### src/rtl/color_frame_classifier.sv
// Snapshots TCS3200 period counts, classifies them against reference windows,
// debounces and reports colour changes via valid/ready. Option: COLOR_NONE_REPORT_EN.
module color_frame_classifier #(
   parameter int unsigned SAMPLE_DIV   = 50000,
   parameter int unsigned STABLE_COUNT = 4,
   parameter int unsigned TOL          = 200,
   parameter int unsigned RED_REF_R    = 1010,
   parameter int unsigned RED_REF_G    = 1543,
   parameter int unsigned RED_REF_B    = 1370,
   parameter int unsigned RED_REF_C    = 480,
   parameter int unsigned GREEN_REF_R  = 800,
   parameter int unsigned GREEN_REF_G  = 775,
   parameter int unsigned GREEN_REF_B  = 800,
   parameter int unsigned GREEN_REF_C  = 275,
   parameter int unsigned BLUE_REF_R   = 1800,
   parameter int unsigned BLUE_REF_G   = 1630,
   parameter int unsigned BLUE_REF_B   = 970,
   parameter int unsigned BLUE_REF_C   = 485
) (
   input  logic        clk_50M,
   input  logic        rst,
   input  logic [20:0] red_cnt,
   input  logic [20:0] green_cnt,
   input  logic [20:0] blue_cnt,
   input  logic [20:0] clear_cnt,
   output logic [1:0]  color_code,
   output logic        color_valid,
   input  logic        color_ready,
   output logic        red_led,
   output logic        green_led,
   output logic        blue_led
);
   localparam int unsigned CNT_W = 21;
   localparam int unsigned CMP_W = CNT_W + 1;
   localparam int unsigned DIV_W = (SAMPLE_DIV > 2) ? $clog2(SAMPLE_DIV) : 1;
   localparam int unsigned STB_W = 4;

   typedef enum logic [1:0] {IDLE, CLASSIFY, FILTER, REPORT} state_t;

   state_t             state_q, state_d;
   logic [DIV_W-1:0]   div_q, div_d;
   logic [CNT_W-1:0]   snap_r_q, snap_r_d, snap_g_q, snap_g_d;
   logic [CNT_W-1:0]   snap_b_q, snap_b_d, snap_c_q, snap_c_d;
   logic [1:0]         cand_q, cand_d;
   logic [1:0]         last_cand_q, last_cand_d;
   logic [STB_W-1:0]   stable_q, stable_d;
   logic [1:0]         reported_q, reported_d;
   logic [1:0]         code_q, code_d;
   logic               valid_q, valid_d;
   logic [2:0]         led_q, led_d;

   logic               tick_c;
   logic               red_hit_c, green_hit_c, blue_hit_c;
   logic [1:0]         cand_c;
   logic [STB_W-1:0]   stable_nxt_c;
   logic               report_hit_c;

   // Strict window test; lower edge clamps to zero when TOL reaches the centre.
   function automatic logic in_win(input logic [CNT_W-1:0] v, input int unsigned ref_v);
      logic [CMP_W-1:0] lo;
      logic [CMP_W-1:0] hi;
      logic [CMP_W-1:0] x;
      lo = (TOL >= ref_v) ? '0 : CMP_W'(ref_v - TOL);
      hi = CMP_W'(ref_v + TOL);
      x  = {1'b0, v};
      return (x > lo) && (x < hi);
   endfunction

   assign tick_c = (div_q == DIV_W'(SAMPLE_DIV - 1));

   assign red_hit_c   = in_win(snap_r_q, RED_REF_R)   && in_win(snap_g_q, RED_REF_G) &&
                        in_win(snap_b_q, RED_REF_B)   && in_win(snap_c_q, RED_REF_C);
   assign green_hit_c = in_win(snap_r_q, GREEN_REF_R) && in_win(snap_g_q, GREEN_REF_G) &&
                        in_win(snap_b_q, GREEN_REF_B) && in_win(snap_c_q, GREEN_REF_C);
   assign blue_hit_c  = in_win(snap_r_q, BLUE_REF_R)  && in_win(snap_g_q, BLUE_REF_G) &&
                        in_win(snap_b_q, BLUE_REF_B)  && in_win(snap_c_q, BLUE_REF_C);
   assign cand_c = red_hit_c ? 2'd1 : (green_hit_c ? 2'd2 : (blue_hit_c ? 2'd3 : 2'd0));

   // Debounce: run length of identical candidates and the report decision.
   always_comb begin
      stable_nxt_c = stable_q;
      report_hit_c = 1'b0;
      if (cand_q == last_cand_q) begin
         if (stable_q >= STB_W'(STABLE_COUNT)) stable_nxt_c = STB_W'(STABLE_COUNT);
         else                                  stable_nxt_c = stable_q + STB_W'(1);
      end else begin
         stable_nxt_c = STB_W'(1);
      end
`ifdef COLOR_NONE_REPORT_EN
      report_hit_c = (stable_nxt_c == STB_W'(STABLE_COUNT)) && (cand_q != reported_q);
`else
      report_hit_c = (stable_nxt_c == STB_W'(STABLE_COUNT)) && (cand_q != reported_q) &&
                     (cand_q != 2'd0);
`endif
   end

   always_ff @(posedge clk_50M) begin
      if (rst) state_q <= IDLE;
      else     state_q <= state_d;
   end

   always_comb begin
      state_d = state_q;
      case (state_q)
         IDLE:     if (tick_c) state_d = CLASSIFY;
         CLASSIFY: state_d = FILTER;
         FILTER:   state_d = report_hit_c ? REPORT : IDLE;
         REPORT:   if (color_ready) state_d = IDLE;
         default:  state_d = IDLE;
      endcase
   end

   always_comb begin
      div_d       = tick_c ? '0 : div_q + DIV_W'(1);
      snap_r_d    = snap_r_q;
      snap_g_d    = snap_g_q;
      snap_b_d    = snap_b_q;
      snap_c_d    = snap_c_q;
      cand_d      = cand_q;
      last_cand_d = last_cand_q;
      stable_d    = stable_q;
      reported_d  = reported_q;
      code_d      = code_q;
      valid_d     = valid_q;
      case (state_q)
         IDLE: begin
            if (tick_c) begin
               snap_r_d = red_cnt;
               snap_g_d = green_cnt;
               snap_b_d = blue_cnt;
               snap_c_d = clear_cnt;
            end
         end
         CLASSIFY: cand_d = cand_c;
         FILTER: begin
            last_cand_d = cand_q;
            stable_d    = stable_nxt_c;
            if (report_hit_c) begin
               code_d  = cand_q;
               valid_d = 1'b1;
            end
         end
         REPORT: begin
            if (color_ready) begin
               valid_d    = 1'b0;
               reported_d = code_q;
            end
         end
         default: ;
      endcase
      // LEDs follow the acknowledged colour on the acknowledge edge.
      case (reported_d)
         2'd1:    led_d = 3'b100;
         2'd2:    led_d = 3'b010;
         2'd3:    led_d = 3'b001;
         default: led_d = 3'b000;
      endcase
   end

   always_ff @(posedge clk_50M) begin
      if (rst) begin
         div_q       <= '0;
         snap_r_q    <= '0;
         snap_g_q    <= '0;
         snap_b_q    <= '0;
         snap_c_q    <= '0;
         cand_q      <= '0;
         last_cand_q <= '0;
         stable_q    <= '0;
         reported_q  <= '0;
         code_q      <= '0;
         valid_q     <= 1'b0;
         led_q       <= '0;
      end else begin
         div_q       <= div_d;
         snap_r_q    <= snap_r_d;
         snap_g_q    <= snap_g_d;
         snap_b_q    <= snap_b_d;
         snap_c_q    <= snap_c_d;
         cand_q      <= cand_d;
         last_cand_q <= last_cand_d;
         stable_q    <= stable_d;
         reported_q  <= reported_d;
         code_q      <= code_d;
         valid_q     <= valid_d;
         led_q       <= led_d;
      end
   end

   assign color_code  = code_q;
   assign color_valid = valid_q;
   assign red_led     = led_q[2];
   assign green_led   = led_q[1];
   assign blue_led    = led_q[0];

endmodule
### config.mk
export PLATFORM = sky130hd
export DESIGN_NAME = color_frame_classifier
export DESIGN_NICKNAME = d
export VERILOG_FILES = /design/src/rtl/color_frame_classifier.sv
export SDC_FILE = /design/constraint.sdc
export NUM_CORES = 1
export LEC_CHECK = 0
export CORE_ASPECT_RATIO = 0.75
export CORE_MARGIN = 10
export CORE_UTILIZATION = 40
export CTS_CLUSTER_SIZE = 10
export DETAILED_ROUTE_END_ITERATION = 7
export PLACE_DENSITY = 0.7
export SLEW_MARGIN = 25
export SYNTH_ARGS = -nofsm -noshare
export SYNTH_HDL_FRONTEND = slang
export SYNTH_SLANG_ARGS = --single-unit
### constraint.sdc
create_clock -name clk_50M -period 4.3 [get_ports clk_50M]
set_input_delay 0.645 -clock clk_50M [delete_from_list [all_inputs] [get_ports clk_50M]]
set_output_delay 0.645 -clock clk_50M [all_outputs]
set_load 0.02 [all_outputs]
==> results of run 1 <==
cells by family (layout without fill, tap and decap cells):
kind of cell	Yosys count	count (layout)	synth area share, %
AND/OR/NAND/NOR	342	342	30.7
AO/OA/AOI/OAI	152	152	17.2
flip-flops	118	118	45.3
buffers and inverters	43	135	3.45
XOR/XNOR	14	14	2.35
multiplexers	3	3	0.575
adder cells (fa/ha/maj)	2	2	0.479
how the worst max path moves through the flow:
stage / startpoint / to / slack, ns / cells after the start
finish: div_q[0] / snap_g_q[6] / 1.75 / 7
global route: div_q[0] / snap_g_q[15] / 1.57 / 7
CTS: div_q[0] / snap_g_q[6] / 1.74 / 7
detailed placement: div_q[0] / snap_g_q[6] / 1.75 / 7
global placement: div_q[0] / snap_g_q[8] / 1.86 / 7
floorplan: div_q[0] / snap_r_q[7] / 2.45 / 9
layout make-up:
class,instances,area share (%)
inverters,8,0.439
flip-flops and latches,118,34.6
clock inverters,11,2.16
multi-input cells,513,39.3
well taps,171,3.13
clock buffers,21,6.73
repair buffers,95,13.7
metrics by stage:
stage | util (%) | power (mW) | area [um^2]
finish | 53.1 | 2.65 | 6840
global route | 53.1 | 2.73 | 6840
CTS | 53.1 | 2.67 | 6840
detailed placement | 48.3 | 1.23 | 6230
global placement | 48.3 | 1.22 | 6230
floorplan | - | 1.14 | 5220
cell usage in the layout (no fill, tap or decap), types with 8 or more instances in the layout:
cell type / instances
nand2_1: 195
a21oi_1: 98
nor2_1: 50
nor3_1: 12
xor2_1: 9
inv_1: 8
clkbuf_16: 17
nand3_1: 10
o21ai_0: 15
dfxtp_1: 118
nor4_1: 8
nand4_1: 17
clkdlybuf4s50_1: 91
state kept, by name (all words and copies together) (netlist names):
name	cells
cand_q	2
color_code	2
color_valid	1
div_q	16
last_cand_q	2
led_q	3
reported_q	2
snap_b_q	21
snap_c_q	21
snap_g_q	21
snap_r_q	21
stable_q	4
state_q	2
worst min-delay path, cell delays in order, from the launching register on:
cell	delay, ns
dfxtp_1	0.30
nand2_1	0.05
a21oi_1	0.05
per-layer routing:
metal / global-route usage (%) / share of wire (%) / wire [um]
met1: 19.9 / 47 / 6710
met2: 24.6 / 45 / 6340
met3: 5.00 / 6.6 / 939
met4: 4.38 / 1.1 / 160
met5: 0 / 0 / 0
power groups by stage:
stage / Clock, mW / Combinational (mW) / Sequential (mW)
after floorplan: 0 / 0.0192 / 1.12
after global placement: 0 / 0.103 / 1.12
after detailed placement: 0 / 0.104 / 1.12
after CTS: 1.47 / 0.105 / 1.10
after global routing: 1.52 / 0.112 / 1.10
final: 1.44 / 0.104 / 1.10
==> run metrics, run 1 <==
Reg2Reg Launch Point=div_q[0]; IO buf count=between 90 and 100; status=finished clean; per-cell routed wire length=around 15 um; layout cells sized above 1=~5.7%; post_cts resized=0; CP max FO=46; Hold Path Origin=snap_c_q[16]; Die Width=roughly 150 um; Post-DP HPWL=between 10 and 15 mm; highest-delay cell along the critical path=or3_2; Overflow after GRT=0; hold crit path type=reg -> reg; Int Power=~2.1 mW; top cells by count, synth=195 x nand2_1, 118 x dfxtp_1, 98 x a21oi_1; CP bufs+invs=1; Area growth, synth to finish=31.0%; dominant cell type by area after synthesis=dfxtp_1; pin count of the biggest net entering global routing=85; Max VDD drop=0.288 mV; Worst setup EP type=register; CTS tree=built; Crit path max-delay family=simple AND/OR/NAND/NOR gates; Final Hold Fails=0; global-route wire length before repair=roughly 24 mm; n_diodes=0; via count=slightly above 5000; worst r2r dst=snap_g_q[6]; synthesized area per cell=between 7 and 8 um^2; logic gate share of total power=under 10%; Core Area=between 10000 and 15000 um^2; Pins Over Slew Limit=0; DP Cell Count=approximately 910; Setup WS post-layout=1.75 ns; # hold bufs at CTS=0; pre-CTS setup slack=1.75 ns; Seq/Total Area, Yosys=a little under half; Synth Warn #=0; WHS Endpoint=snap_c_q[16]; initial antenna violation count=0; hold slack=~0.45 ns; Multi-input gate area=roughly 2700 um^2; Overall Global Routing Usage=between 10% and 20%; P_leak=around 2.3 nW; Nets=842; CTS root buf=clkbuf_16; die area=18100 um^2; minimum clock period=~2.6 ns; Worst-Margin Slew=between 0.8 and 0.9 ns; setup TNS=0 ns; switching share of total power=20.3%; height of the die=approximately 120 um; register share of total power=41.5%; Post-Syn Nets=763; NetSw=about 540 uW; Max Cap Viol=0; most frequent cell after synthesis=nand2_1; number of fillers in the final layout=~1200; htree depth=4; number of remaining DRC errors=0; Final ANT Viol Nets=0; Cell variety after synth=56; Setup Skew=~0.0068 ns; DRT iter0 DRCs=around 410; Post-synth EDFFs=0; row count=36; Synth top area share=between 40 and 50%; Setup violations, final=0; storage element area=about 2400 um^2; Synth Cell Area=between 5000 and 6000 um^2; clock power share=54.6%; worst hold path depth=2; crit-path cells=ha_1 -> nand3_1 -> nand4b_1 -> or3_2 -> buf_4 -> nand2_1 -> a21oi_1; drt total wl=roughly 14 mm; fin crit share=59.3%; Post-CTS Repair Setup Buffers=0; Worst Path Required=roughly 4.6 ns; CP max stage delay=~0.78 ns; Clock Pin Slew Worst Setup and Hold Paths=approximately 0.060 ns; R2R Setup Slk=roughly 1.7 ns; first-pass iteration count of the detailed router=5; CP Class=reg -> reg; Bufs on Longest Clock Path=2; Clk Latency, worst-skew pair=0.41 ns; FF+latch count, synth=between 100 and 150; power per cell area=387 nW/um^2; I/O pins=93; fin cells=around 940; slew margin rel.=between 40% and 50%; FFs w/ async S/R, synth=0%; ranking of synthesized cells by area=dfxtp_1 45%, nand2_1 14%, a21oi_1 9.4%; unrepaired setup endpoints after global routing=false; starting density of the core=40.5%; Max Clock Freq=0.392 GHz; Mapped Cells=slightly below 700; R2R depth=7; Top FF cell, synth=dfxtp_1; Startpoint Class=register; Final GP Congestion=roughly 0.91; Num CTS Buffers=17; clock sink total=118; Worst EP arrival=between 2 and 3 ns; DR vias/cell=5.36; vias in the first global route=4919
Note: power is estimated with default switching activity, not from simulation.
==> inputs of run 2 (changes only) <==
==> constraint.sdc (replaced) <==
create_clock -name clk_50M -period 2.5 [get_ports clk_50M]
set_input_delay 0.375 -clock clk_50M [delete_from_list [all_inputs] [get_ports clk_50M]]
set_output_delay 0.375 -clock clk_50M [all_outputs]
set_load 0.02 [all_outputs]
==> run metrics, run 2 (synthesis gave the netlist of run 1 again) <==
htree depth=4 (unchanged); pin count of the biggest net entering global routing=101 (+19%); worst hold path depth=3 (+1); Post-CTS Repair Setup Buffers=0 (unchanged); clock power share=55.8% (+1.2 points); Overflow after GRT=0 (unchanged); number of remaining DRC errors=0 (unchanged); Worst EP arrival=2.54 ns (-0.26 ns); Setup violations, final=0 (unchanged); Int Power=3.71 mW (+76%); Overall Global Routing Usage=15.3% (-0.27 points); CTS tree=built; Nets=843 (+0.12%); Max Clock Freq=0.443 GHz (+13%); Reg2Reg Launch Point=div_q[0]; Bufs on Longest Clock Path=2 (unchanged); I/O pins=93 (unchanged); clock sink total=118 (unchanged); logic gate share of total power=3.9% (about the same); fin crit share=90.3% (+31 points); Max Cap Viol=0 (unchanged); n_diodes=0 (unchanged); first-pass iteration count of the detailed router=5 (unchanged); Pins Over Slew Limit=0 (unchanged); CTS root buf=clkbuf_16; NetSw=975 uW (+82%); slew margin rel.=63.6% (+22 points); per-cell routed wire length=15.2 um (+0.49%); Num CTS Buffers=17 (unchanged); global-route wire length before repair=23.4 mm (-1.8%); Hold Path Origin=rst; hold crit path type=in -> reg; Worst-Margin Slew=0.542 ns (-0.331 ns); number of fillers in the final layout=1201 (-1.5%); power per cell area=678 nW/um^2 (+75%); Final Hold Fails=0 (unchanged); via count=5009 (-0.34%); Worst Path Required=2.79 ns (-1.76 ns); row count=36 (unchanged); Worst setup EP type=register; most common cell after layout, fill and taps aside=nand2_1; Area growth, synth to finish=32.4%; # hold bufs at CTS=0 (unchanged); IO buf count=92 (unchanged); minimum clock period=2.26 ns (-0.295 ns); Core Area=12900 um^2 (unchanged); Post-DP HPWL=9.99 mm (-1.2%); register share of total power=40.3% (-1.2 points); layout cells sized above 1=6.13% (+0.38 points); most frequent cells in the layout=195 x nand2_1, 118 x dfxtp_1, 98 x a21oi_1, 91 x clkdlybuf4s50_1, 50 x nor2_1; worst r2r dst=snap_g_q[5]; Setup Skew=0.00721 ns (+0.000464 ns); Clk Latency, worst-skew pair=0.42 ns (about the same); Clock Pin Slew Worst Setup and Hold Paths=0.06 ns (about the same); CP Class=reg -> reg; Final GP Congestion=0.939 (+3.5%); R2R depth=7 (unchanged); CP max FO=69 (+50%); switching share of total power=20.8% (+0.54 points); height of the die=119 um (unchanged); Die Width=152 um (unchanged); WHS Endpoint=stable_q[2]; drt total wl=14.2 mm (+0.59%); unrepaired setup endpoints after global routing=false; hold slack=0.347 ns (-0.104 ns); Startpoint Class=register; post_cts resized=0 (unchanged); Max VDD drop=0.578 mV (+100%); initial antenna violation count=0 (unchanged); DRT iter0 DRCs=360 (-13%); setup TNS=0 ns (unchanged); DR vias/cell=5.34 (-0.44%); Final ANT Viol Nets=0 (unchanged); status=finished clean; R2R Setup Slk=0.24 ns (-1.51 ns); starting density of the core=40.5% (unchanged); P_leak=2.34 nW (+1.8%); vias in the first global route=4829 (-1.8%); die area=18100 um^2 (unchanged)
==> run 2: changes by cell type in the layout (fill, tap and decap cells not counted), sizes merged <==
cell,change
inv,+1
clkinv,+3
bufinv,+1
buf,+1
clkbuf,-3
clkinvlp,-2
==> run 2: through the flow <==
step	cell area, um^2	std cells	worst slack [ns]	power, mW	utilization [%]
after floorplan	5220	674	0.646	1.96	-
final	6910	938	0.244	4.69	53.6
after CTS	6910	938	0.259	4.71	53.6
after detailed placement	6270	906	0.276	2.11	48.7
after global placement	6270	906	0.378	2.11	48.7
after global routing	6910	938	0.128	4.82	53.6
==> run 2: worst max-delay path by stage <==
| stage | to | cells past startpoint | startpoint | slack (ns) |
|---|---|---|---|---|
| after floorplan | snap_r_q[7] | 9 | div_q[0] | 0.65 |
| after CTS | snap_g_q[5] | 7 | div_q[0] | 0.26 |
| after global placement | snap_g_q[20] | 7 | div_q[0] | 0.38 |
| after global routing | snap_b_q[14] | 6 | div_q[13] | 0.13 |
| after detailed placement | snap_g_q[5] | 7 | div_q[0] | 0.28 |
| final | snap_g_q[5] | 7 | div_q[0] | 0.24 |
==> run 2: power groups by stage <==
stage	logic [mW]	registers (mW)	clock network, mW
6_report	0.182	1.89	2.62
5_1_grt	0.195	1.89	2.74
4_1_cts	0.183	1.89	2.64
3_5_place_dp	0.181	1.93	0
3_3_place_gp	0.180	1.93	0
2_1_floorplan	0.0330	1.93	0
==> run 2: routing by layer <==
layer  GRT usage, %  wire (um)  vias up
met5              0          0        -
li1               -          -     2507
met2           23.6       6390      150
met4           5.52        197        0
met1           20.1       6840     2338
met3           4.10        799       14
==> run 2: layout make-up <==
cell class / instances / area, um^2 / area share [%]
clock inverters: 14 / 198 / 2.86
inverters: 8 / 30.0 / 0.435
multi-input cells: 513 / 2680 / 38.8
well taps: 171 / 214 / 3.10
flip-flops and latches: 118 / 2360 / 34.2
clock buffers: 18 / 439 / 6.36
repair buffers: 96 / 983 / 14.2
==> run 2: worst max-delay path, stage by stage (launching register included) <==
cell and delay (ns):
dfxtp_1 0.35, ha_1 0.22, nand3_1 0.14, nand4b_1 0.25, or3_2 0.65, buf_12 0.27
nand2_1 0.12, a21oi_1 0.07
==> inputs of run 3 (changes only) <==
--- a/config.mk
+++ b/config.mk
@@ -5,7 +5,7 @@
 export SDC_FILE = /design/constraint.sdc
 export NUM_CORES = 1
 export LEC_CHECK = 0
-export CORE_ASPECT_RATIO = 0.75
+export CORE_ASPECT_RATIO = 0.7
 export CORE_MARGIN = 10
 export CORE_UTILIZATION = 40
 export CTS_CLUSTER_SIZE = 10
==> run metrics, run 3 (synthesis gave the netlist of run 1 again) <==
Final ANT Viol Nets=0 (unchanged); Nets=842 (-0.12%); CP max stage delay=0.48 ns (-0.17 ns); R2R Setup Slk=0.43 ns (+0.18 ns); Overflow after GRT=0 (unchanged); per-cell routed wire length=15.3 um (+1.1%); register share of total power=40.2% (about the same); design area=6890 um^2 (-0.24%); htree depth=4 (unchanged); via count=5036 (+0.54%); Worst-Margin Slew=0.496 ns (-0.0455 ns); Final Hold Fails=0 (unchanged); Layout Utilization=54.7% (+1.1 points); worst r2r dst=snap_c_q[15]; Clk Latency, worst-skew pair=0.41 ns (about the same); Overall Global Routing Usage=15.8% (+0.50 points); placed cell area=6250 um^2 (-0.30%); height of the die=116 um (-2.8%); layout cells sized above 1=5.61% (-0.51 points); CP bufs+invs=1 (unchanged); WHS Endpoint=stable_q[2]; minimum clock period=2.07 ns (-0.183 ns); DP Cell Count=896 (-1.1%); NetSw=918 uW (-5.8%); Clock Pin Slew Worst Setup and Hold Paths=0.06 ns (about the same); logic gate share of total power=3.8% (about the same); Pins Over Slew Limit=0 (unchanged); unrepaired setup endpoints after global routing=false; drt total wl=14.2 mm (about the same); Bufs on Longest Clock Path=2 (unchanged); Hold Path Origin=rst; Core Area=12600 um^2 (-2.3%); fin cells=928 (-1.1%); hold slack=0.348 ns (+0.00122 ns); Post-DP HPWL=10.1 mm (+0.79%); CP Class=reg -> reg; n_diodes=0 (unchanged); # hold bufs at CTS=0 (unchanged); Max VDD drop=0.436 mV (-25%); Setup violations, final=0 (unchanged); Max Cap Viol=0 (unchanged); Area growth, synth to finish=32.1%; power per cell area=681 nW/um^2 (+0.47%); crit-path cells=ha_1 -> nand3_1 -> nand4b_1 -> or3_2 -> buf_12 -> nand2_1 -> a21oi_1; setup TNS=0 ns (unchanged); Worst Path Required=2.77 ns (-0.02 ns); I/O pins=93 (unchanged); Reg2Reg Launch Point=div_q[0]; fin crit share=82.9% (-7.3 points); post_cts resized=0 (unchanged); CTS tree=built; P_leak=2.33 nW (-0.20%); slew margin rel.=66.8% (+3.3 points); CP max FO=85 (+23%); highest-delay cell along the critical path=or3_2; DRT iter0 DRCs=355 (-1.4%); Setup Skew=0.00656 ns (-0.000658 ns); Worst setup EP type=register; pin count of the biggest net entering global routing=101 (unchanged); Die Width=157 um (+3.0%); status=finished clean; Max Clock Freq=0.482 GHz (+8.8%); Int Power=3.78 mW (+1.8%); global-route wire length before repair=23.5 mm (+0.41%); CTS root buf=clkbuf_16; most common cell after layout, fill and taps aside=nand2_1; number of remaining DRC errors=0 (unchanged); starting density of the core=41.5% (+0.93 points); IO buf count=92 (unchanged); Worst EP arrival=2.35 ns (-0.19 ns); Num CTS Buffers=17 (unchanged); hold crit path type=in -> reg; row count=34 (-5.6%); switching share of total power=19.5% (-1.3 points); Startpoint Class=register; R2R depth=7 (unchanged); most frequent cells in the layout=195 x nand2_1, 118 x dfxtp_1, 98 x a21oi_1, 91 x clkdlybuf4s50_1, 50 x nor2_1; Post-CTS Repair Setup Buffers=0 (unchanged); vias in the first global route=4856 (+0.56%); first-pass iteration count of the detailed router=5 (unchanged); initial antenna violation count=0 (unchanged); Final GP Congestion=0.926 (-1.4%); die area=18100 um^2 (+0.14%); worst hold path depth=3 (unchanged); clock power share=56.0% (+0.2 points); Crit path max-delay family=simple AND/OR/NAND/NOR gates; clock sink total=118 (unchanged); DR vias/cell=5.43 (+1.6%)
run 3: cell types whose count changed in the layout (fill, tap and decap cells not counted), sizes merged:
cell,before,now
clkinvlp,2,1
clkbuf,18,20
clkinv,5,6
buf,5,4
bufinv,4,5
inv,11,8
run 3: final cells by class:
| type | instances | area, um^2 |
|---|---|---|
| Tap cell | 162 | 203 |
| Inverter | 8 | 30.0 |
| Clock buffer | 20 | 437 |
| Clock inverter | 12 | 203 |
| Sequential cell | 118 | 2360 |
| Multi-Input combinational cell | 513 | 2680 |
| Timing Repair Buffer | 95 | 976 |
| Fill cell | 1149 | 5700 |
run 3: metal layers:
metal  share of wire (%)  up-vias  wire [um]  GRT usage, %
li1                    -     2508          -             -
met2                  43      181       6080          23.4
met1                  48     2326       6890          21.3
met5                   0        -          0             0
met4                 1.5        0        208          5.45
met3                 7.4       21       1060          4.89
run 3: worst max path at each step:
stage               cells after the start           end     start
floorplan                               9   snap_r_q[7]  div_q[0]
global placement                        7  snap_g_q[20]  div_q[0]
detailed placement                      7   snap_g_q[1]  div_q[0]
CTS                                     7   snap_b_q[2]  div_q[0]
global route                            7   snap_r_q[7]  div_q[0]
finish                                  7  snap_c_q[15]  div_q[0]
run 3: power by group through the flow:
stage / Sequential (mW) / Combinational (mW) / Clock [mW]
floorplan: 1.93 / 0.0330 / 0
CTS: 1.89 / 0.182 / 2.66
global placement: 1.93 / 0.177 / 0
global route: 1.89 / 0.193 / 2.74
detailed placement: 1.93 / 0.180 / 0
finish: 1.89 / 0.180 / 2.63
run 3: through the flow:
step	power (mW)	worst slack, ns
after floorplan	1.96	0.646
after global placement	2.11	0.529
after detailed placement	2.11	0.479
after CTS	4.73	0.455
after global routing	4.82	0.290
final	4.70	0.427
run 3: worst min-delay path, delay by kind of cell:
kind,cells,cell delay [ns]
AOI/OAI and AO/OA,1,0.13
buffers and inverters,2,0.20
